==> src/rtl/famicom_pad_reader_if.sv <==
// Host-side bundle of the Famicom pad reader.
//   enable   : consumer -> reader, allow periodic auto-polling
//   poll_now : consumer -> reader, one-cycle request for an immediate frame
//   buttons  : reader -> consumer, active-high button word (bit k = k-th serial bit)
//   valid    : reader -> consumer, one-cycle strobe when buttons updates
//   busy     : reader -> consumer, frame in flight
interface famicom_pad_reader_if;
  logic       enable;
  logic       poll_now;
  logic [7:0] buttons;
  logic       valid;
  logic       busy;

  // consumer side
  modport master (
    output enable, poll_now,
    input  buttons, valid, busy
  );

  // reader side
  modport slave (
    input  enable, poll_now,
    output buttons, valid, busy
  );
endinterface

==> src/rtl/famicom_pad_reader.sv <==
// Famicom/NES controller reader: drives latch/pulse to the pad, samples the
// serial data line and publishes an active-high 8-bit button word.
//   clk_sys       : sole clock, rising edge
//   reset_n       : asynchronous active-low reset
//   famicom_data  : pad serial data (async, low = pressed)
//   famicom_latch : parallel-load strobe to the pad, idles low
//   famicom_pulse : shift clock to the pad, idles low
//   host          : enable / poll_now in, buttons / valid / busy out
module famicom_pad_reader #(
  parameter int LATCH_CYCLES = 4,
  parameter int PULSE_CYCLES = 4,
  parameter int POLL_CYCLES  = 1666667
) (
  input  logic clk_sys,
  input  logic reset_n,
  input  logic famicom_data,
  output logic famicom_latch,
  output logic famicom_pulse,
  famicom_pad_reader_if.slave host
);

  localparam int PH_MAX = (LATCH_CYCLES > PULSE_CYCLES) ? LATCH_CYCLES : PULSE_CYCLES;
  localparam int PH_W   = $clog2(PH_MAX + 1);
  localparam int POLL_W = $clog2(POLL_CYCLES + 1);

  localparam logic [PH_W-1:0]   LATCH_LAST = PH_W'(LATCH_CYCLES - 1);
  localparam logic [PH_W-1:0]   PULSE_LAST = PH_W'(PULSE_CYCLES - 1);
  localparam logic [POLL_W-1:0] POLL_LAST  = POLL_W'(POLL_CYCLES - 1);

  typedef enum logic [2:0] {
    IDLE, LATCH, SETTLE, PULSE_HI, PULSE_LO, DONE
  } state_e;

  state_e            state_q, state_d;
  logic [PH_W-1:0]   phase_q, phase_d;
  logic [2:0]        bit_q,   bit_d;
  logic [7:0]        shift_q, shift_d;
  logic [7:0]        buttons_q, buttons_d;
  logic [POLL_W-1:0] poll_q,  poll_d;
  logic [1:0]        sync_q;
  logic              latch_q, pulse_q, busy_q, valid_q;
  logic              sample;
  logic              expire;

  assign expire = host.enable && (poll_q == POLL_LAST);

  always_comb begin
    state_d   = state_q;
    phase_d   = phase_q;
    bit_d     = bit_q;
    shift_d   = shift_q;
    buttons_d = buttons_q;
    sample    = 1'b0;

    // Free-running only while enabled; wraps on expiry even when the
    // expiry is ignored because a frame is still in flight.
    if (!host.enable || expire) poll_d = '0;
    else                        poll_d = poll_q + 1'b1;

    case (state_q)
      IDLE: begin
        if (host.poll_now || expire) begin
          state_d = LATCH;
          phase_d = '0;
          bit_d   = '0;
          shift_d = '0;
          poll_d  = '0;
        end
      end
      LATCH: begin
        if (phase_q == LATCH_LAST) begin
          phase_d = '0;
          state_d = SETTLE;
        end else begin
          phase_d = phase_q + 1'b1;
        end
      end
      SETTLE: begin
        if (phase_q == PULSE_LAST) begin
          phase_d = '0;
          sample  = 1'b1;
          state_d = PULSE_HI;
        end else begin
          phase_d = phase_q + 1'b1;
        end
      end
      PULSE_HI: begin
        if (phase_q == PULSE_LAST) begin
          phase_d = '0;
          state_d = PULSE_LO;
        end else begin
          phase_d = phase_q + 1'b1;
        end
      end
      PULSE_LO: begin
        if (phase_q == PULSE_LAST) begin
          phase_d = '0;
          sample  = 1'b1;
          state_d = (bit_q == 3'd7) ? DONE : PULSE_HI;
        end else begin
          phase_d = phase_q + 1'b1;
        end
      end
      DONE:    state_d = IDLE;
      default: state_d = IDLE;
    endcase

    if (sample) begin
      shift_d[bit_q] = ~sync_q[1];
      bit_d          = bit_q + 1'b1;
    end

    // Publish on entry to DONE so the last sampled bit is included.
    if (state_d == DONE) buttons_d = shift_d;
  end

  // Outputs are registered from the next state, so they line up exactly
  // with the state that owns them and never glitch.
  always_ff @(posedge clk_sys or negedge reset_n) begin
    if (!reset_n) begin
      state_q   <= IDLE;
      phase_q   <= '0;
      bit_q     <= '0;
      shift_q   <= '0;
      buttons_q <= '0;
      poll_q    <= '0;
      sync_q    <= 2'b11;
      latch_q   <= 1'b0;
      pulse_q   <= 1'b0;
      busy_q    <= 1'b0;
      valid_q   <= 1'b0;
    end else begin
      state_q   <= state_d;
      phase_q   <= phase_d;
      bit_q     <= bit_d;
      shift_q   <= shift_d;
      buttons_q <= buttons_d;
      poll_q    <= poll_d;
      sync_q    <= {sync_q[0], famicom_data};
      latch_q   <= (state_d == LATCH);
      pulse_q   <= (state_d == PULSE_HI);
      busy_q    <= (state_d != IDLE);
      valid_q   <= (state_d == DONE);
    end
  end

  assign famicom_latch = latch_q;
  assign famicom_pulse = pulse_q;
  assign host.buttons  = buttons_q;
  assign host.valid    = valid_q;
  assign host.busy     = busy_q;

endmodule

==> src/flat_wrapper.sv <==
// flat-port wrapper written by rule: the top's interface ports become plain ports
module famicom_pad_reader_flat 
#(
  parameter int LATCH_CYCLES = 4,
  parameter int PULSE_CYCLES = 4,
  parameter int POLL_CYCLES  = 1666667
)
  (clk_sys, reset_n, famicom_data, famicom_latch, famicom_pulse, host_enable, host_poll_now, host_buttons, host_valid, host_busy);
  famicom_pad_reader_if host_i ();
  input  logic clk_sys;
  input  logic reset_n;
  input  logic famicom_data;
  output logic famicom_latch;
  output logic famicom_pulse;
  input wire logic [$bits(host_i.enable)-1:0] host_enable;
  input wire logic [$bits(host_i.poll_now)-1:0] host_poll_now;
  output wire logic [$bits(host_i.buttons)-1:0] host_buttons;
  output wire logic [$bits(host_i.valid)-1:0] host_valid;
  output wire logic [$bits(host_i.busy)-1:0] host_busy;
  assign host_i.enable = host_enable;
  assign host_i.poll_now = host_poll_now;
  assign host_buttons = host_i.buttons;
  assign host_valid = host_i.valid;
  assign host_busy = host_i.busy;
  famicom_pad_reader #(.LATCH_CYCLES(LATCH_CYCLES), .PULSE_CYCLES(PULSE_CYCLES), .POLL_CYCLES(POLL_CYCLES)) u_core (.clk_sys(clk_sys), .reset_n(reset_n), .famicom_data(famicom_data), .famicom_latch(famicom_latch), .famicom_pulse(famicom_pulse), .host(host_i));
endmodule
==> config.mk <==
export PLATFORM = sky130hd
export DESIGN_NAME = famicom_pad_reader_flat
export DESIGN_NICKNAME = d
export VERILOG_FILES = /design/src/rtl/famicom_pad_reader_if.sv /design/src/rtl/famicom_pad_reader.sv /design/src/flat_wrapper.sv
export SDC_FILE = /design/constraint.sdc
export NUM_CORES = 1
export LEC_CHECK = 0
export ABC_AREA = 1
export CORE_ASPECT_RATIO = 1.4
export CORE_UTILIZATION = 35
export DETAILED_ROUTE_END_ITERATION = 6
export PLACE_DENSITY = 0.62
export RECOVER_POWER = 50
export SYNTH_ARGS = -nofsm -noshare
export SYNTH_HDL_FRONTEND = slang
export SYNTH_SLANG_ARGS = --single-unit
==> constraint.sdc <==
create_clock -name clk_sys -period 2.7 [get_ports clk_sys]
set_input_delay 0.54 -clock clk_sys [delete_from_list [all_inputs] [get_ports clk_sys]]
set_output_delay 0.54 -clock clk_sys [all_outputs]
set_load 0.02 [all_outputs]
==> results, run 1 <==
- The data arrival at the endpoint of the critical path is 2.19 ns.
- During synthesis, Yosys emitted a total of 0 warnings.
- The number of global-route vias before repair is 2064.
- Routability-driven placement finished with a final weighted congestion of 0.803.
- The ratio of cells with drive above 1 in the final layout is 10.8%.
- The clock insertion delay at the later pin of the skew report is 0.31 ns.
- The final hold violation count is 0.
- The maximum number of pins on one net before global-route repair is 53.
- The worst hold path belongs to the class reg -> reg.
- The worst hold path begins at u_core.sync_q[0]$_DFF_PN1_.
- The die covers 0.00795 sq mm.
- In this run the critical register-to-register path is captured at u_core.host.buttons[6]$_DFFE_PN0N_.
- The part of the total power dissipated in sequential elements is 60.9%.
- For the pin with the worst max-slew slack, the measured transition is 1.27 ns.
- In this run the count of I/O pins placed on the die edge is 17.
- After clock tree synthesis, the flow added hold-fix buffers numbering 0.
- The total setup buffers inserted after CTS is 0.
- The leakage power figure is 1.42 nW.
- The filler cells instantiated in the layout total 758.
- Global routing consumed, over all layers together, 14.2% of the routing resources.
- From bottom edge to top edge, the die measures 105 um.
- In this run, synthesis produced a sequential element count of 52.
- The maximum fanout along the worst path is 11.
- The antenna violation net count after detailed routing is 0.
- The maximum clock skew at final layout is 0.0150 ns.
- For this run, the number of standard cells in the final layout without fillers is 439.
- Synthesis instantiated 29 different standard cells from the library.
- The multi-input combinational cells in the finished layout cover a total of 0.00118 sq mm.
- IR analysis of the VDD net gives a maximum drop of 286 uV.
- The instance count after placement with tap cells included is 431.
- The total negative slack is 0 ns.
- The number of endpoints failing setup at the final stage is 0.
- Using the TritonRoute via totals, the vias-per-cell ratio works out to 4.75.
- The clock transition at the register clock pins on the worst setup and hold paths after CTS is 0.09 ns.
- The detailed-route wire length is 5040 um.
- The path with the worst hold slack has its endpoint at u_core.sync_q[1]$_DFF_PN1_.
- Based on the critical path, the design can be clocked at up to 501 MHz.
- The worst setup path is of the reg -> reg kind.
- The flow ran to the end, and the final reports show no timing, DRC or antenna violations.
- The combinational power share is 3.8%.
- For this block, the initial DRC count from the detailed router was 86.
- The first global-routing pass estimated 8690 um of wire.
- The internal power of the cells totals 0.995 mW.
- The signed area change from the synthesized netlist to the final layout is 13.2%.
- Leaving out fill and tap cells, the most frequent cells in the layout are nand2_1 (67), dfrtp_1 (50), nor2_1 (46).
- The cell count after synthesis came out at 320.
- The count of pins over their slew limit came to 0.
- The tree is rooted in a clkbuf_8.
- The number of cells upsized or downsized after cts is 0.
- The initial antenna violation count is 0.
- For this design the total switching power over the nets is 0.312 mW.
- The worst register-to-register path begins at u_core.phase_q[0]$_DFFE_PN0P_.
- The number of buffers inserted by port buffering is 16.
- The library cell used most frequently in the layout, excluding fill and tap cells, is nand2_1.
- The detailed-route DRC error count is 0.
- The final critical-path share of the clock period is 73.9%.
- The net count of the finished layout is 351.
- The worst hold path passes through 0 cells.
- In this run, the clock network consumes 35.3% of the power.
- The number of cells on the worst reg-to-reg path is 7.
- Setup repair after global routing left no endpoint under its margin.
- The number of antenna repair diodes is 0.
- The tree built by TritonCTS fans out to 52 sinks.
- The total number of placement rows is 37.
- The clock tree synthesis step divided the H-tree into 2 levels.
- The cell area after technology mapping is 0.00266 sq mm.
- The synthesized net count is 330.
- Averaged over all synthesized cells, the footprint is 8.30 sq um.
- Across the run, the number of max-cap violations was 0.
- The required time reported for the critical path endpoint is 2.89 ns.
- The switching share of total power is 23.9%.
- The sum of net half-perimeters after detailed placement is 3760 um.
- The number of clock buffers inserted by TritonCTS is 5.
- For this block, the via count after detailed routing is 2085.
- The region available for standard cell placement spans 0.00736 sq mm.
- In this run the register-to-register setup slack is 0.70 ns.
- The total congestion overflow is 0.
- Headroom to the max-slew limit came out at 15.2%.
- The maximum count of clock buffers along a single path is 2.
- The floorplan step set the die width to 75.6 um.
- Sequential cells were found to cover 49.1% of the synthesized design area.
- The footprint of the flip-flops and latches is 0.00130 sq mm.
- The clock tree from TritonCTS is done.
- The ratio of total power to cell area is 435 mW/mm^2.
- The worst path in the final design needs a cycle of 2.00 ns, including I/O delays and setup.
- The number of search-and-repair iterations in the first detailed-routing pass is 6.
- In the final routed layout, each cell accounts on average for 11.5 um.
- The initial core utilization is 36.1%.
- The critical path launch point type is a register.
- The capturing element type of the critical path is a register.
==> worst max-delay path, stage by stage (launching register included) <==
cell	delay (ns)
dfrtp_1	0.41
ha_1	0.21
nand2_1	0.24
or2_2	0.19
a32o_1	0.40
nand3_2	0.27
nand2_1	0.12
nand2_1	0.05
==> Yosys cell counts (all sizes together) <==
library cell | n | share of area (%)
nand3 | 33 | 7.0
a32o | 1 | 0.38
nand3b | 2 | 0.56
dfstp | 2 | 2.0
or2 | 3 | 0.71
inv | 38 | 5.4
nand4 | 4 | 0.94
nor2 | 49 | 7.2
nor3 | 13 | 2.4
ha | 5 | 2.4
a31oi | 1 | 0.24
a211oi | 2 | 0.56
xnor2 | 2 | 0.66
a21oi | 8 | 1.9
buf | 3 | 0.85
dfrtp | 50 | 47
o21bai | 1 | 0.28
a21boi | 4 | 1.1
nand2 | 80 | 13
o21ai | 7 | 1.3
xor2 | 11 | 3.6
a31o | 1 | 0.33
==> cell families (layout without fill, tap and decap cells) <==
logic type	after synthesis	after routing	synth area share [%]
fa+ha+maj	5	5	2.35
flops	52	52	49.1
xor+xnor	13	13	4.28
buf+inv	41	63	6.21
compound gates	25	25	6.17
simple gates	184	184	31.9
==> per-layer routing <==
layer | vias to the layer above | global-route usage (%) | routed length [um]
met1 | 992 | 15.9 | 2140
met2 | 21 | 25.3 | 2680
met5 | - | 0 | 0
li1 | 1061 | - | -
met3 | 11 | 2.99 | 112
met4 | 0 | 5.16 | 114
==> power groups by stage <==
stage	sequential, mW	combinational, mW	clock, mW
global placement	0.811	0.0523	0
floorplan	0.810	0.0258	0
finish	0.796	0.0503	0.461
detailed placement	0.811	0.0533	0
global route	0.798	0.0587	0.511
CTS	0.796	0.0533	0.484
==> how the worst max path moves through the flow <==
| stage | startpoint | endpoint | slack, ns | depth (start not counted) |
|---|---|---|---|---|
| after global placement | host_enable | u_core.poll_q[18]$_DFF_PN0_ | 0.69 | 7 |
| final | u_core.phase_q[0]$_DFFE_PN0P_ | u_core.host.buttons[6]$_DFFE_PN0N_ | 0.70 | 7 |
| after global routing | u_core.phase_q[0]$_DFFE_PN0P_ | u_core.host.buttons[4]$_DFFE_PN0N_ | 0.49 | 7 |
| after floorplan | u_core.bit_q[1]$_DFFE_PN0P_ | u_core.host.buttons[0]$_DFFE_PN0N_ | 0.97 | 7 |
| after detailed placement | host_enable | u_core.poll_q[18]$_DFF_PN0_ | 0.65 | 7 |
| after CTS | u_core.poll_q[0]$_DFF_PN0_ | u_core.poll_q[18]$_DFF_PN0_ | 0.71 | 10 |
==> per-stage QoR <==
step / power, mW / worst slack (ns) / instance area (sq um) / utilization, % / hold slack [ns]
finish: 1.31 / 0.704 / 3010 / 40.9 / 0.360
global route: 1.37 / 0.486 / 3010 / 40.9 / 0.367
CTS: 1.33 / 0.705 / 3020 / 41.0 / 0.355
detailed placement: 0.865 / 0.651 / 2920 / 39.7 / 0.349
global placement: 0.863 / 0.687 / 2920 / 39.7 / 0.347
floorplan: 0.835 / 0.973 / 2660 / - / 0.244
==> area by class of cell <==
type | count | area share (%)
clock buffer | 5 | 2.29
clock inverter | 3 | 0.915
inverter | 38 | 4.74
multi-input combinational | 227 | 39.4
sequential | 52 | 43.3
tap | 97 | 4.03
timing repair buffer | 17 | 5.32
==> flip-flops by register name (all words and copies together), names as in the netlist <==
register	cells
u_core.phase_q	3
u_core.sync_q	2
u_core.host.busy	1
u_core.shift_q	8
u_core.bit_q	3
u_core.famicom_latch	1
u_core.state_q	3
u_core.famicom_pulse	1
u_core.host.buttons	8
u_core.host.valid	1
u_core.poll_q	21
(Power assumes the default switching activity.)
==> inputs of run 2 (changes only) <==
- PLACE_DENSITY: 0.62 -> 0.64
- clock period: 2.7 -> 1.6 ns (I/O delays scaled with it)
==> run 2 against run 1 <==
Effect of this change: the flow now finishes with violations (negative setup slack); via count increased by 18%; count of clock-buffer cells in the layout stayed put; flip-flop and latch count did not move; non-clock buffer count rose by 60; hold slack barely moved; core utilization increased by 13 points; final area is 31% higher; combinational power rose to 3.6 times the previous value; sequential power up 68%; critical path depth increased by 4.
==> results, run 2 (synthesis results as in run 1) <==
- The run finished, with violations left.
- The final reports fail on negative setup slack.
- The post-route worst setup slack is -0.106 ns (-0.809 ns).
- The detailed-route wire length is 6910 um (+37%).
- The non-filler instance count after layout came to 501 (+14%).
- The vertical extent of the die came to 105 um (unchanged).
- In this run the critical register-to-register path is captured at u_core.poll_q[8]$_DFF_PN0_.
- The via count of the routed design came to 2469 (+18%).
- The detail-routed via count per cell is 4.93 (+3.8%).
- The count of pins on the block boundary is 17 (unchanged).
- The initial antenna violation count is 0 (unchanged).
- The number of search-and-repair iterations in the first detailed-routing pass was 4 (-2).
- The average routed wire per standard cell came to 13.8 um (+20%).
- STA classifies the critical path endpoint as a register.
- The number of filler instances in the final layout is 625 (-18%).
- The footprint of the flip-flops and latches came to 0.00131 sq mm (+0.19%).
- The number of antenna repair diodes is 0 (unchanged).
- The antenna violation net count after detailed routing is 0 (unchanged).
- The horizontal die dimension is 75.6 um (unchanged).
- The overall power consumption is 2.45 mW (+88%).
- The worst vdd rail ir drop is 353 uV (+24%).
- The sum of net half-perimeters after detailed placement was 4260 um (+13%).
- The maximum operating frequency is 586 MHz (+17%).
- The area of the core region is 0.00736 sq mm (unchanged).
- The switching share of total power is 23.1% (-0.83 points).
- The number of clock sinks is 52 (unchanged).
- The minimum hold slack came to 0.361 ns (+0.000481 ns).
- The leakage power figure is 1.88 nW (+32%).
- The number of H-tree levels is 2 (unchanged).
- The number of cells on the worst reg-to-reg path is 11 (+4).
- Setup repair after global routing could not meet its margin everywhere.
- Relative to the synthesized area, the layout overhead comes to 48.7%.
- The setup slack of the most critical reg-to-reg path is -0.11 ns (-0.81 ns).
- The cell count of the worst hold path is 0 (unchanged).
- The maximum clock skew at final layout is 0.00962 ns (-0.00539 ns).
- The clock tree from TritonCTS is done.
- The required time reported for the critical path endpoint is 1.81 ns (-1.08 ns).
- The number of buffers inserted by port buffering is 16 (unchanged).
- The internal power consumption is 1.89 mW (+90%).
- The total number of placement rows was 37 (unchanged).
- The total negative slack is -1.72 ns (-1.72 ns).
- More flip-flops sit in one register than any other, and that register is u_core.poll_q.
- The worst-case headroom to the max-slew limit is 52.2% (+37 points).
- The number of maximum-capacitance violations is 0 (unchanged).
- The initial core utilization is 36.1% (unchanged).
- The first-pass GRT wire length is 10800 um (+24%).
- The maximum count of clock buffers along a single path was 2 (unchanged).
- The clock insertion delay at the later pin of the skew report is 0.31 ns (about the same).
- The net count reported at finish is 413 (+18%).
- The overall global routing resource usage came to 17.7% (+3.6 points).
- The switching component of the power is 0.566 mW (+81%).
- The combinational power share is 7.4% (+3.6 points).
- The part of the total power dissipated in sequential elements is 54.6% (-6.3 points).
- The actual transition at the worst max-transition pin is 0.716 ns (-0.556 ns).
- Clock tree synthesis selected as its root buffer the cell clkbuf_8.
- The detailed-route DRC error count is 0 (unchanged).
- The total congestion overflow is 0 (unchanged).
- The maximum number of pins on one net before global-route repair came to 53 (unchanged).
- The flip-flop count of the largest register after layout is 21 (unchanged).
- The weighted congestion at the end of routability-driven global placement is 0.893 (+11%).
- The path class of the tightest hold or removal check is reg -> reg.
- The worst setup path is of the reg -> reg kind.
- The violation count after the first detailed-route iteration is 84 (-2.3%).
- The number of endpoints failing setup at the final stage was 27 (+27).
- In this run the critical register-to-register path is launched from u_core.poll_q[3]$_DFF_PN0_.
- The most common cell after layout, fill and taps aside is nand2_1.
- Leaving out fill and tap cells, the most frequent cells in the layout are nand2_1 (54), buf_4 (49), dfrtp_1 (48).
- Following the worst setup path forward leads to its endpoint at u_core.poll_q[8]$_DFF_PN0_.
- The maximum fanout along the worst path came to 8 (-3).
- The ratio of cells with drive above 1 in the final layout is 41.3% (+31 points).
- The instance count after placement with tap cells included is 470 (+9.0%).
- In this run the most critical hold path is launched from u_core.sync_q[0]$_DFF_PN1_.
- The post-route minimum period was 1.71 ns (-0.291 ns).
- The number of clock buffers inserted by TritonCTS is 5 (unchanged).
- The ratio of total power to cell area is 621 mW/mm^2 (+43%).
- The final critical-path share of the clock period is 107% (+33 points).
- The critical path starts at u_core.poll_q[3]$_DFF_PN0_.
- The final hold violation count came to 0 (unchanged).
- The final cell utilization of the core was 53.7% (+13 points).
- The area of the multi-input gates is 0.00157 sq mm (+33%).
- The clock transition at the register clock pins on the worst setup and hold paths after CTS came to 0.09 ns (about the same).
- The area of the die is 0.00795 sq mm (unchanged).
- The data arrival at the endpoint of the critical path is 1.91 ns (-0.28 ns).
- The power share of the clock group is 38.0% (+2.7 points).
- The worst setup path is launched from a register.
- The number of global-route vias before repair is 2507 (+21%).
- The count of pins over their slew limit is 0 (unchanged).
## run 2: cell types whose count changed in the layout (fill, tap and decap cells not counted), sizes merged
cell,before,now
a21oi,8,9
buf,1,59
bufinv,0,1
clkbuf,6,7
clkdlybuf4s50,14,2
clkinv,1,0
dlygate4sd2,0,8
dlygate4sd3,1,2
dlymetal6s2s,0,4
nand3,33,34
## run 2: worst min-delay path by stage
stage,endpoint,slack [ns]
floorplan,u_core.bit_q[0]$_DFFE_PN0P_,0.02
global placement,u_core.poll_q[6]$_DFF_PN0_,0.34
detailed placement,u_core.poll_q[6]$_DFF_PN0_,0.34
CTS,u_core.sync_q[1]$_DFF_PN1_,0.36
global route,u_core.sync_q[1]$_DFF_PN1_,0.37
finish,u_core.sync_q[1]$_DFF_PN1_,0.36
## run 2: through the flow
| step | area [sq um] | setup slack [ns] |
|---|---|---|
| after floorplan | 2690 | -0.00853 |
| after global placement | 3270 | -0.114 |
| after detailed placement | 3270 | -0.166 |
| after CTS | 3610 | -0.0907 |
| after global routing | 3950 | -0.197 |
| final | 3950 | -0.106 |
## run 2: power groups by stage
stage	registers (mW)	clock network (mW)	logic, mW
global placement	1.36	0	0.121
finish	1.34	0.933	0.181
detailed placement	1.37	0	0.123
global route	1.34	1.02	0.201
floorplan	1.37	0	0.0437
CTS	1.34	0.958	0.144
## run 2: metal layers
metal / track usage [%] / wire, um
met1: 19.2 / 2550
met2: 30.9 / 3940
met3: 2.89 / 167
met4: 10.7 / 260
met5: 0 / 0
## run 2: final cells by class
type / count / share of cell area (%)
clock buffers: 5 / 1.74
inverters: 38 / 3.74
repair buffers: 77 / 17.4
multi-input cells: 229 / 39.8
clock inverters: 3 / 1.17
well taps: 97 / 3.07
flip-flops and latches: 52 / 33.0
## run 2: worst max-delay path: stages (launching register included)
cell	delay, ns
dfrtp_1	0.44
nand2_1	0.11
nor2_2	0.12
nand2_1	0.07
nor2_2	0.12
nand3_2	0.10
nand2_4	0.11
nand2_8	0.10
buf_12	0.15
nand2_8	0.08
clkbuf_16	0.16
nor2_1	0.04
## run 2: what timing repair did
| action | in CTS | in global routing |
|---|---|---|
| endpoints found under the setup margin | 44 | 49 |
| setup buffers | 12 | 8 |
| gates resized for setup | 39 | 73 |
| pin swaps | 17 | 14 |
| cloned | 2 | 1 |
| hold endpoints to repair | 14 | 0 |
| hold buffers | 1 | 0 |
==> inputs of run 3 (changes only) <==
- SKIP_CTS_REPAIR_TIMING: default -> 1
==> run 3 against run 2 <==
Effect of this change: cell count down 1.0%; sequential power about the same; setup slack better by 0.0021 ns; register-to-register slack hardly changed; core utilization fell by 1.3 points; the run still ends with negative setup slack left; total power fell by 1.4%; clock skew increased by 0.0022 ns.
==> results, run 3 (synthesis results as in run 1) <==
- The combinational power share is 5.9% (-1.5 points).
- In this run the worst hold path is classified as reg -> reg.
- The number of clock sinks is 52 (unchanged).
- The detailed-route wire length is 6750 um (-2.3%).
- The total congestion overflow is 0 (unchanged).
- The clock transition at the register clock pins on the worst setup and hold paths after CTS came to 0.09 ns (about the same).
- The required time reported for the critical path endpoint was 1.86 ns (+0.05 ns).
- The maximum number of pins on one net before global-route repair was 53 (unchanged).
- The power share of the clock group is 38.7% (+0.7 points).
- TritonCTS built the clock tree.
- The worst vdd rail ir drop is 355 uV (+0.54%).
- The critical path launch point type is a register.
- The number of cells on the worst reg-to-reg path is 10 (-1).
- The clock insertion delay at the later pin of the skew report came to 0.32 ns (about the same).
- The post-route worst setup slack is -0.103 ns (+0.00212 ns).
- The leakage power figure came to 1.94 nW (+3.4%).
- The count of pins on the block boundary was 17 (unchanged).
- The sum of net half-perimeters after detailed placement is 4260 um (unchanged).
- The initial antenna violation count was 0 (unchanged).
- Relative to the synthesized area, the layout overhead comes to 45.1%.
- The final critical-path share of the clock period came to 106% (-0.13 points).
- The number of endpoints failing setup at the final stage is 12 (-56%).
- The vertical extent of the die is 105 um (unchanged).
- The worst setup path is captured at a register.
- The via count of the routed design was 2447 (-0.89%).
- The final reports fail on negative setup slack.
- The ratio of cells with drive above 1 in the final layout is 38.3% (-3.0 points).
- The instance count after placement with tap cells included is 470 (unchanged).
- The worst-case headroom to the max-slew limit is 13.4% (-39 points).
- The violation count after the first detailed-route iteration is 92 (+9.5%).
- The number of global-route vias before repair is 2367 (-5.6%).
- The non-filler instance count after layout came to 496 (-1.0%).
- The detail-routed via count per cell came to 4.93 (+0.11%).
- The flip-flop count of the largest register after layout is 21 (unchanged).
- The detailed-route DRC error count was 0 (unchanged).
- Setup repair after global routing could not meet its margin everywhere.
- The final hold violation count was 0 (unchanged).
- The maximum count of clock buffers along a single path is 2 (unchanged).
- The average routed wire per standard cell is 13.6 um (-1.3%).
- The switching component of the power is 0.556 mW (-1.8%).
- The area of the core region is 0.00736 sq mm (unchanged).
- Leaving out fill and tap cells, the most frequent cells in the layout are nand2_1 (53), dfrtp_1 (48), buf_4 (47).
- The library cell used most frequently in the layout, excluding fill and tap cells, is nand2_1.
- The number of antenna repair diodes is 0 (unchanged).
- The maximum operating frequency is 587 MHz (+0.12%).
- The final cell utilization of the core came to 52.4% (-1.3 points).
- The part of the total power dissipated in sequential elements is 55.4% (+0.8 points).
- The horizontal die dimension came to 75.6 um (unchanged).
- The number of clock buffers inserted by TritonCTS was 5 (unchanged).
- The category of the most critical setup path is reg -> reg.
- The total number of placement rows is 37 (unchanged).
- The antenna violation net count after detailed routing was 0 (unchanged).
- The overall global routing resource usage is 16.4% (-1.3 points).
- The initial core utilization came to 36.1% (unchanged).
- The minimum hold slack came to 0.361 ns (+0.000668 ns).
- The ratio of total power to cell area is 628 mW/mm^2 (+1.1%).
- The actual transition at the worst max-transition pin came to 1.30 ns (+0.583 ns).
- The number of maximum-capacitance violations is 0 (unchanged).
- The number of H-tree levels is 2 (unchanged).
- The number of search-and-repair iterations in the first detailed-routing pass is 4 (unchanged).
- The post-route minimum period is 1.70 ns (-0.00212 ns).
- The internal power consumption was 1.86 mW (-1.2%).
- CTS placed an instance of clkbuf_8 at the clock tree root.
- The register with the most flip-flops in the final layout is u_core.poll_q.
- The run finished, with violations left.
- The weighted congestion at the end of routability-driven global placement was 0.893 (unchanged).
- The number of filler instances in the final layout was 639 (+2.2%).
- The switching share of total power is 23.0% (-0.11 points).
- The cell count of the worst hold path is 0 (unchanged).
- The count of pins over their slew limit came to 0 (unchanged).
- The first-pass GRT wire length came to 10000 um (-6.8%).
- The total negative slack is -0.863 ns (+0.859 ns).
- The maximum clock skew at final layout was 0.0119 ns (+0.00224 ns).
- The number of buffers inserted by port buffering is 16 (unchanged).
- The data arrival at the endpoint of the critical path is 1.96 ns (+0.05 ns).
- The post-place setup slack was -0.166 ns (unchanged).
- The net count reported at finish is 408 (-1.2%).
- The maximum fanout along the worst path is 5 (-3).
- The setup slack of the most critical reg-to-reg path is -0.10 ns (about the same).
- The area of the die was 0.00795 sq mm (unchanged).
==> run 3: cell count changes in the layout (fill, tap and decap cells not counted), moves of 8 or more <==
cell	change
nor2_1	+11
dlymetal6s2s_1	+8
dlygate4sd2_1	-8
nor2_2	-10
==> run 3: worst paths after layout <==
check                                            startpoint                                 end
min in group asynchronous                           reset_n         u_core.poll_q[10]$_DFF_PN0_
worst min-delay path             u_core.sync_q[0]$_DFF_PN1_          u_core.sync_q[1]$_DFF_PN1_
worst min register to register   u_core.sync_q[0]$_DFF_PN1_          u_core.sync_q[1]$_DFF_PN1_
worst max register to register  u_core.bit_q[1]$_DFFE_PN0P_  u_core.host.buttons[4]$_DFFE_PN0N_
worst max-delay path            u_core.bit_q[1]$_DFFE_PN0P_  u_core.host.buttons[4]$_DFFE_PN0N_
max in group asynchronous                           reset_n         u_core.state_q[0]$_DFF_PN0_
==> run 3: cell type report <==
| class | instances | area (sq um) | share of cell area [%] |
|---|---|---|---|
| multi-input combinational | 230 | 1530 | 39.7 |
| timing repair buffer | 71 | 634 | 16.5 |
| clock inverter | 3 | 46.3 | 1.20 |
| inverter | 38 | 148 | 3.83 |
| sequential | 52 | 1310 | 33.9 |
| tap | 97 | 121 | 3.15 |
| clock buffer | 5 | 68.8 | 1.79 |
==> run 3: per-stage QoR <==
stage               power [mW]  cell area, sq um
finish                    2.42              3850
global route              2.52              3850
CTS                       2.42              3380
detailed placement        1.49              3270
global placement          1.49              3270
floorplan                 1.41              2690
==> run 3: worst max-delay path, stage by stage, from the launching register on <==
cell and delay, ns:
dfrtp_1 0.40, ha_2 0.21, ha_4 0.15, or2_4 0.26, a21oi_2 0.16, nor2_2 0.07
nand2_4 0.13, inv_6 0.06, nand3_4 0.09, nand2_1 0.06, nand2_1 0.06
==> run 3: per-layer routing <==
| metal | vias up | global-route usage [%] | share of wire, % |
|---|---|---|---|
| li1 | 1187 | - | - |
| met1 | 1207 | 18.2 | 39 |
| met2 | 36 | 28.6 | 56 |
| met3 | 17 | 2.41 | 1.9 |
| met4 | 0 | 9.52 | 2.5 |
| met5 | - | 0 | 0 |
==> run 3: power by group through the flow <==
stage,registers [mW],logic (mW),clock network (mW)
floorplan,1.37,0.0437,0
CTS,1.34,0.123,0.958
global placement,1.36,0.121,0
finish,1.34,0.143,0.937
detailed placement,1.37,0.123,0
global route,1.34,0.164,1.02
